$ cat config.mk
export PLATFORM = sky130hd
export DESIGN_NAME = i2c_init_seq
export DESIGN_NICKNAME = d
export VERILOG_FILES = /design/src/rtl/i2c_init_seq.sv
export SDC_FILE = /design/constraint.sdc
export NUM_CORES = 1
export LEC_CHECK = 0
export CAP_MARGIN = 30
export CORE_ASPECT_RATIO = 1.25
export CORE_MARGIN = 10
export CORE_UTILIZATION = 45
export DETAILED_ROUTE_END_ITERATION = 6
export DONT_BUFFER_PORTS = 1
export HOLD_SLACK_MARGIN = 0.1
export SLEW_MARGIN = 25
export SYNTH_ARGS = -nofsm -noshare
export SYNTH_HDL_FRONTEND = slang
export SYNTH_SLANG_ARGS = --single-unit
$ cat constraint.sdc
create_clock -name clk_i -period 2.3 [get_ports clk_i]
set_input_delay 0 -clock clk_i [delete_from_list [all_inputs] [get_ports clk_i]]
set_output_delay 0 -clock clk_i [all_outputs]
set_load 0.005 [all_outputs]
$ cat src/rtl/i2c_init_seq.sv
// Register-table sequencer feeding an i2c_master: walks NUM_REGS table entries and
// issues one write per entry, retrying NACKed writes, then reports DONE or ERROR.
module i2c_init_seq #(
   parameter logic [6:0]  DEV_ADDR    = 7'h39,
   parameter logic [7:0]  NUM_REGS    = 8'd32,
   parameter logic [23:0] PWRUP_CYC   = 24'd100000,
   parameter int unsigned RETRY_MAX   = 3,
   parameter logic [15:0] GAP_CYC     = 16'd1000,
   parameter logic [23:0] TIMEOUT_CYC = 24'd500000,
   parameter bit          AUTO_START  = 1'b1
) (
   input  logic        clk_i,
   input  logic        reset_n_i,
   input  logic        run_i,
   output logic [7:0]  tbl_idx_o,
   input  logic [15:0] tbl_data_i,
   output logic        i2c_start_o,
   output logic        i2c_read_o,
   output logic [6:0]  i2c_addr_o,
   output logic [7:0]  i2c_subaddr_o,
   output logic [7:0]  i2c_wdata_o,
   input  logic        i2c_end_i,
   input  logic        i2c_ack_i,
   output logic        busy_o,
   output logic        done_o,
   output logic        error_o,
   output logic [7:0]  fail_idx_o
);

   localparam logic [23:0] PWRUP_LAST   = (PWRUP_CYC == 24'd0) ? 24'd0 : PWRUP_CYC - 24'd1;
   localparam logic [23:0] GAP_LAST     = (GAP_CYC == 16'd0) ? 24'd0 : {8'd0, GAP_CYC} - 24'd1;
   localparam logic [23:0] TIMEOUT_LAST = (TIMEOUT_CYC == 24'd0) ? 24'd0 : TIMEOUT_CYC - 24'd1;
   localparam logic [7:0]  LAST_IDX     = (NUM_REGS == 8'd0) ? 8'd0 : NUM_REGS - 8'd1;
   localparam logic [2:0]  RETRY_LIM    = 3'(RETRY_MAX);

   typedef enum logic [3:0] {
      S_IDLE,
      S_PWRUP,
      S_FETCH,
      S_LOAD,
      S_SREQ,
      S_SWAIT,
      S_CHECK,
      S_GAP,
      S_NEXT,
      S_DONE,
      S_FAIL
   } state_t;

   state_t      state_q;
   logic        runPrev_q;
   logic [23:0] cnt_q;
   logic [2:0]  retry_q;
   logic [7:0]  idx_q;
   logic [7:0]  sub_q;
   logic [7:0]  wdata_q;
   logic        ack_q;
   logic        start_q;
   logic        busy_q;
   logic        done_q;
   logic        error_q;
   logic [7:0]  failIdx_q;

   logic [23:0] cnt_d;
   logic        runRise;

   // One shared cycle counter serves power-up, gap and timeout; it saturates.
   always_comb begin
      cnt_d   = (cnt_q == 24'hFF_FFFF) ? cnt_q : cnt_q + 24'd1;
      runRise = run_i & ~runPrev_q;
   end

   always_ff @(posedge clk_i) begin
      if (!reset_n_i) begin
         state_q   <= AUTO_START ? S_PWRUP : S_IDLE;
         runPrev_q <= 1'b0;
         cnt_q     <= 24'd0;
         retry_q   <= 3'd0;
         idx_q     <= 8'd0;
         sub_q     <= 8'd0;
         wdata_q   <= 8'd0;
         ack_q     <= 1'b0;
         start_q   <= 1'b0;
         busy_q    <= 1'b0;
         done_q    <= 1'b0;
         error_q   <= 1'b0;
         failIdx_q <= 8'd0;
      end else begin
         runPrev_q <= run_i;
         unique case (state_q)
            S_IDLE: begin
               busy_q  <= 1'b0;
               start_q <= 1'b0;
               if (runRise) begin
                  state_q   <= S_PWRUP;
                  busy_q    <= 1'b1;
                  done_q    <= 1'b0;
                  error_q   <= 1'b0;
                  failIdx_q <= 8'd0;
                  retry_q   <= 3'd0;
                  cnt_q     <= 24'd0;
               end
            end

            // The master may still be finishing a transfer cut off by reset.
            S_PWRUP: begin
               busy_q <= 1'b1;
               if (cnt_q >= PWRUP_LAST && i2c_end_i) begin
                  state_q <= S_FETCH;
                  idx_q   <= 8'd0;
                  cnt_q   <= 24'd0;
               end else begin
                  cnt_q <= cnt_d;
               end
            end

            S_FETCH: begin
               busy_q  <= 1'b1;
               state_q <= S_LOAD;
            end

            S_LOAD: begin
               busy_q  <= 1'b1;
               sub_q   <= tbl_data_i[15:8];
               wdata_q <= tbl_data_i[7:0];
               cnt_q   <= 24'd0;
               state_q <= S_SREQ;
            end

            // START is raised only while END=1 and held until the master drops END.
            S_SREQ: begin
               busy_q <= 1'b1;
               if (start_q && !i2c_end_i) begin
                  start_q <= 1'b0;
                  cnt_q   <= cnt_d;
                  state_q <= S_SWAIT;
               end else if (cnt_q >= TIMEOUT_LAST) begin
                  start_q <= 1'b0;
                  state_q <= S_FAIL;
               end else begin
                  start_q <= start_q | i2c_end_i;
                  cnt_q   <= cnt_d;
               end
            end

            S_SWAIT: begin
               busy_q <= 1'b1;
               if (i2c_end_i) begin
                  ack_q   <= i2c_ack_i;
                  state_q <= S_CHECK;
               end else if (cnt_q >= TIMEOUT_LAST) begin
                  state_q <= S_FAIL;
               end else begin
                  cnt_q <= cnt_d;
               end
            end

            S_CHECK: begin
               busy_q <= 1'b1;
               if (ack_q) begin
                  state_q <= S_NEXT;
               end else if (retry_q < RETRY_LIM) begin
                  retry_q <= retry_q + 3'd1;
                  cnt_q   <= 24'd0;
                  state_q <= S_GAP;
               end else begin
                  state_q <= S_FAIL;
               end
            end

            S_GAP: begin
               busy_q <= 1'b1;
               if (cnt_q >= GAP_LAST) begin
                  cnt_q   <= 24'd0;
                  state_q <= S_SREQ;
               end else begin
                  cnt_q <= cnt_d;
               end
            end

            S_NEXT: begin
               busy_q  <= 1'b1;
               retry_q <= 3'd0;
               if (idx_q == LAST_IDX) begin
                  state_q <= S_DONE;
               end else begin
                  idx_q   <= idx_q + 8'd1;
                  state_q <= S_FETCH;
               end
            end

            S_DONE: begin
               done_q  <= 1'b1;
               busy_q  <= 1'b0;
               state_q <= S_IDLE;
            end

            S_FAIL: begin
               error_q   <= 1'b1;
               failIdx_q <= idx_q;
               busy_q    <= 1'b0;
               start_q   <= 1'b0;
               state_q   <= S_IDLE;
            end

            default: begin
               busy_q  <= 1'b0;
               start_q <= 1'b0;
               state_q <= S_IDLE;
            end
         endcase
      end
   end

   assign tbl_idx_o     = idx_q;
   assign i2c_start_o   = start_q;
   assign i2c_read_o    = 1'b0;
   assign i2c_addr_o    = DEV_ADDR;
   assign i2c_subaddr_o = sub_q;
   assign i2c_wdata_o   = wdata_q;
   assign busy_o        = busy_q;
   assign done_o        = done_q;
   assign error_o       = error_q;
   assign fail_idx_o    = failIdx_q;

endmodule

==> reports/qor.txt <==
Cells after Synth: 467
Num Clock Sinks: 69
setup slack after layout: -0.0554 ns
First DRT Iteration DRCs: 264
drt pass-1 iters: 5
die area: 12100 um2
mean post-synth cell area: 7.75 um2
clk root buf: clkbuf_8
first-pass GRT wire length: 18200 um
largest net degree at the start of global routing: 38
ys flop type: dfxtp_1
RR Endpoint: cnt_q[16]$_SDFFE_PN0P_
flops & latches, synth: 69
Hold Fails Final Rpt: 28
status: finished with violations
most frequent cell on the critical path: or3_4
CP arrival: 2.59 ns
Data required, critical path: 2.53 ns
Distinct cells, synth: 64
CP endpoint kind: flip-flop
Starting Density: 46.2%
CP startpoint: cnt_q[23]$_SDFFE_PN0P_
residual overflow from global routing: 0
leading area contributor after synthesis: dfxtp_1
final slew viol count: 0
CTS buffer count: 9
PortBufs: 0
headroom to the max-slew limit: 60.7%
CP Capture Point: cnt_q[16]$_SDFFE_PN0P_
die height: 120 um
Worst R2R Path Depth: 9
area grow syn2layout: 36.1%
clk_skew: 0.00960 ns
sequential fraction of the synthesis area: 38.2%
commonest non-fill, non-tap cell in the layout: buf_4
Syn Std Cell Area: 3620 um2
CP Cell Sequence: or3_4 > or3_4 > a211oi_4 > buf_6 > nor2_1 > buf_4 > o21ba_4 > o211ai_1 > o31ai_2
reg2reg start: cnt_q[23]$_SDFFE_PN0P_
vias per std cell: 5.80
vias in the first global route: 3683
Hold Crit Class: in2reg
CTS clk-pin slew, worst paths: 0.07 ns
worst reg-to-reg setup slack: -0.06 ns
DRC: 0
Worst Path Max Fanout: 7
final worst-path cycle share: 102%
Post-Place Setup Slack: -0.169 ns
# diodes: 0
Synth top area share: 38.2%
Worst Tran Pin Value: 0.590 ns
crit path max-delay cell type: or3_4
# Max-Cap Violations: 0
GP Congestion: 0.923
critical path launch point type: flip-flop
final hold slack: -0.270 ns
Die W: 100 um
Clock Tree Buf Depth: 2
Tmin final: 2.36 ns
Ys Warns: 0
Async SR Flop Fraction: 0%
Setup Viol. Count Final: 4
post-DP HPWL: 8120 um
initial antenna violation count: 0
Crit Path Class: reg2reg
Antenna Nets Post-Route: 0
CP peak stage delay: 0.39 ns
power per cell area: 485 nW/um2
Worst-Skew Late Latency: 0.35 ns
htree depth: 3
largest cells by area after synthesis: dfxtp_1 38%, nand2_1 8.0%, a21oi_1 5.7%
Nets: 583
io pins: 65
# hold bufs at CTS: 22
most frequent cells in the layout: 82 x buf_4, 73 x nand2_1, 63 x dfxtp_1, 41 x nor2_1, 39 x a21oi_1
violated checks: hold timing, setup timing
Routed WL: 11400 um
RSZ-0062 raised after global routing: true
EDFF count, synth: 0
setup TNS: -0.0891 ns
CTS tree: built
WL/cell: 17.3 um
Max Clk Rate: 0.425 GHz
LEAKAGE: 1.84 nW
num rows: 36
layout cells sized above 1: 27.8%
Core Footprint: 7840 um2
vias post-DR: 3823
Worst VDD drop: 0.000592 V
GRT Total Usage: 18.5%
[synthesized netlist by cell type, drive strengths merged (3+ instances only)]
library cell and n:
a211oi 10, a21oi 42, a22oi 11, a31oi 3
and2 5, and3 4, buf 15, clkbuf 20
dfxtp 69, ha 3, inv 6, mux2i 3
nand2 78, nand3 19, nand4 14, nand4b 3
nor2 47, nor2b 5, nor3 13, nor4 12
o211ai 4, o21ai 22, o31ai 5, or3 13
or4 4, xor2 6
[layer usage]
metal / GRT usage, % / vias to the layer above / wire (um)
met5: 0 / - / 0
met4: 8.76 / 0 / 322
met3: 5.07 / 29 / 635
met2: 31.9 / 124 / 5910
met1: 20.4 / 1810 / 4510
li1: - / 1860 / -
[timing repair]
item	4_1_cts	5_1_grt
pin swaps	3	22
endpoints found under the setup margin	29	29
setup buffers	3	4
endpoints found under the hold margin	52	28
resized for setup	14	43
[how the worst min path moves through the flow]
stage	start	end	slack, ns	depth (start not counted)
4_1_cts	reset_n_i	state_q[0]$_SDFFE_PN1P_	-0.29	1
3_5_place_dp	reset_n_i	state_q[0]$_SDFFE_PN1P_	0.09	1
6_report	reset_n_i	state_q[0]$_SDFFE_PN1P_	-0.27	1
2_1_floorplan	run_i	runPrev_q$_SDFF_PN0_	0.12	1
5_1_grt	reset_n_i	state_q[0]$_SDFFE_PN1P_	-0.29	1
3_3_place_gp	reset_n_i	state_q[0]$_SDFFE_PN1P_	0.08	1
[registers in the layout, summed over array words and instances, names as in the netlist]
name / count
i2c_subaddr_o: 8
cnt_q: 24
error_o: 1
fail_idx_o: 8
busy_o: 1
i2c_start_o: 1
retry_q: 3
runPrev_q: 1
i2c_wdata_o: 8
tbl_idx_o: 8
state_q: 4
done_o: 1
ack_q: 1
[power by group]
part | internal (W) | total (W) | switching [W] | leakage, nW
clock network | 0.000611 | 0.00109 | 0.000478 | 0.110
logic | 0.0000434 | 0.0000902 | 0.0000468 | 1.17
registers | 0.00120 | 0.00121 | 0.00000695 | 0.559
total | 0.00185 | 0.00239 | 0.000532 | 1.84
[critical path: cells and delay by family (launching register included)]
family	cells	cell delay, ns
buf+inv	2	0.35
simple gates	3	0.79
flops	1	0.32
compound gates	4	0.78
[stage by stage]
step / instance area, um2 / cells / util, % / power [W]
4_1_cts: 4720 / 655 / 60.2 / 0.00241
2_1_floorplan: 3650 / 473 / - / 0.00128
6_report: 4920 / 659 / 62.8 / 0.00239
3_5_place_dp: 4200 / 614 / 53.6 / 0.00129
3_3_place_gp: 4200 / 614 / 53.6 / 0.00129
5_1_grt: 4920 / 659 / 62.8 / 0.00247
[cells by family after synthesis]
logic type / count (synthesis) / synth area share, %
flip-flops: 69 / 38.2
other: 2 / 0.207
multiplexers: 3 / 0.830
buffers and inverters: 41 / 5.56
AO/OA/AOI/OAI: 116 / 21.6
adder cells (fa/ha/maj): 3 / 1.04
AND/OR/NAND/NOR: 226 / 30.9
XOR/XNOR: 7 / 1.69
[area by class of cell]
cell class,count,area [um2]
clock buffer,10,128
clock inverter,6,87.6
fill,710,2910
inverter,6,22.5
multi-input combinational,363,2280
sequential,69,1390
tap,95,119
timing repair buffer,110,903
Power figures use the tool's default switching activity.
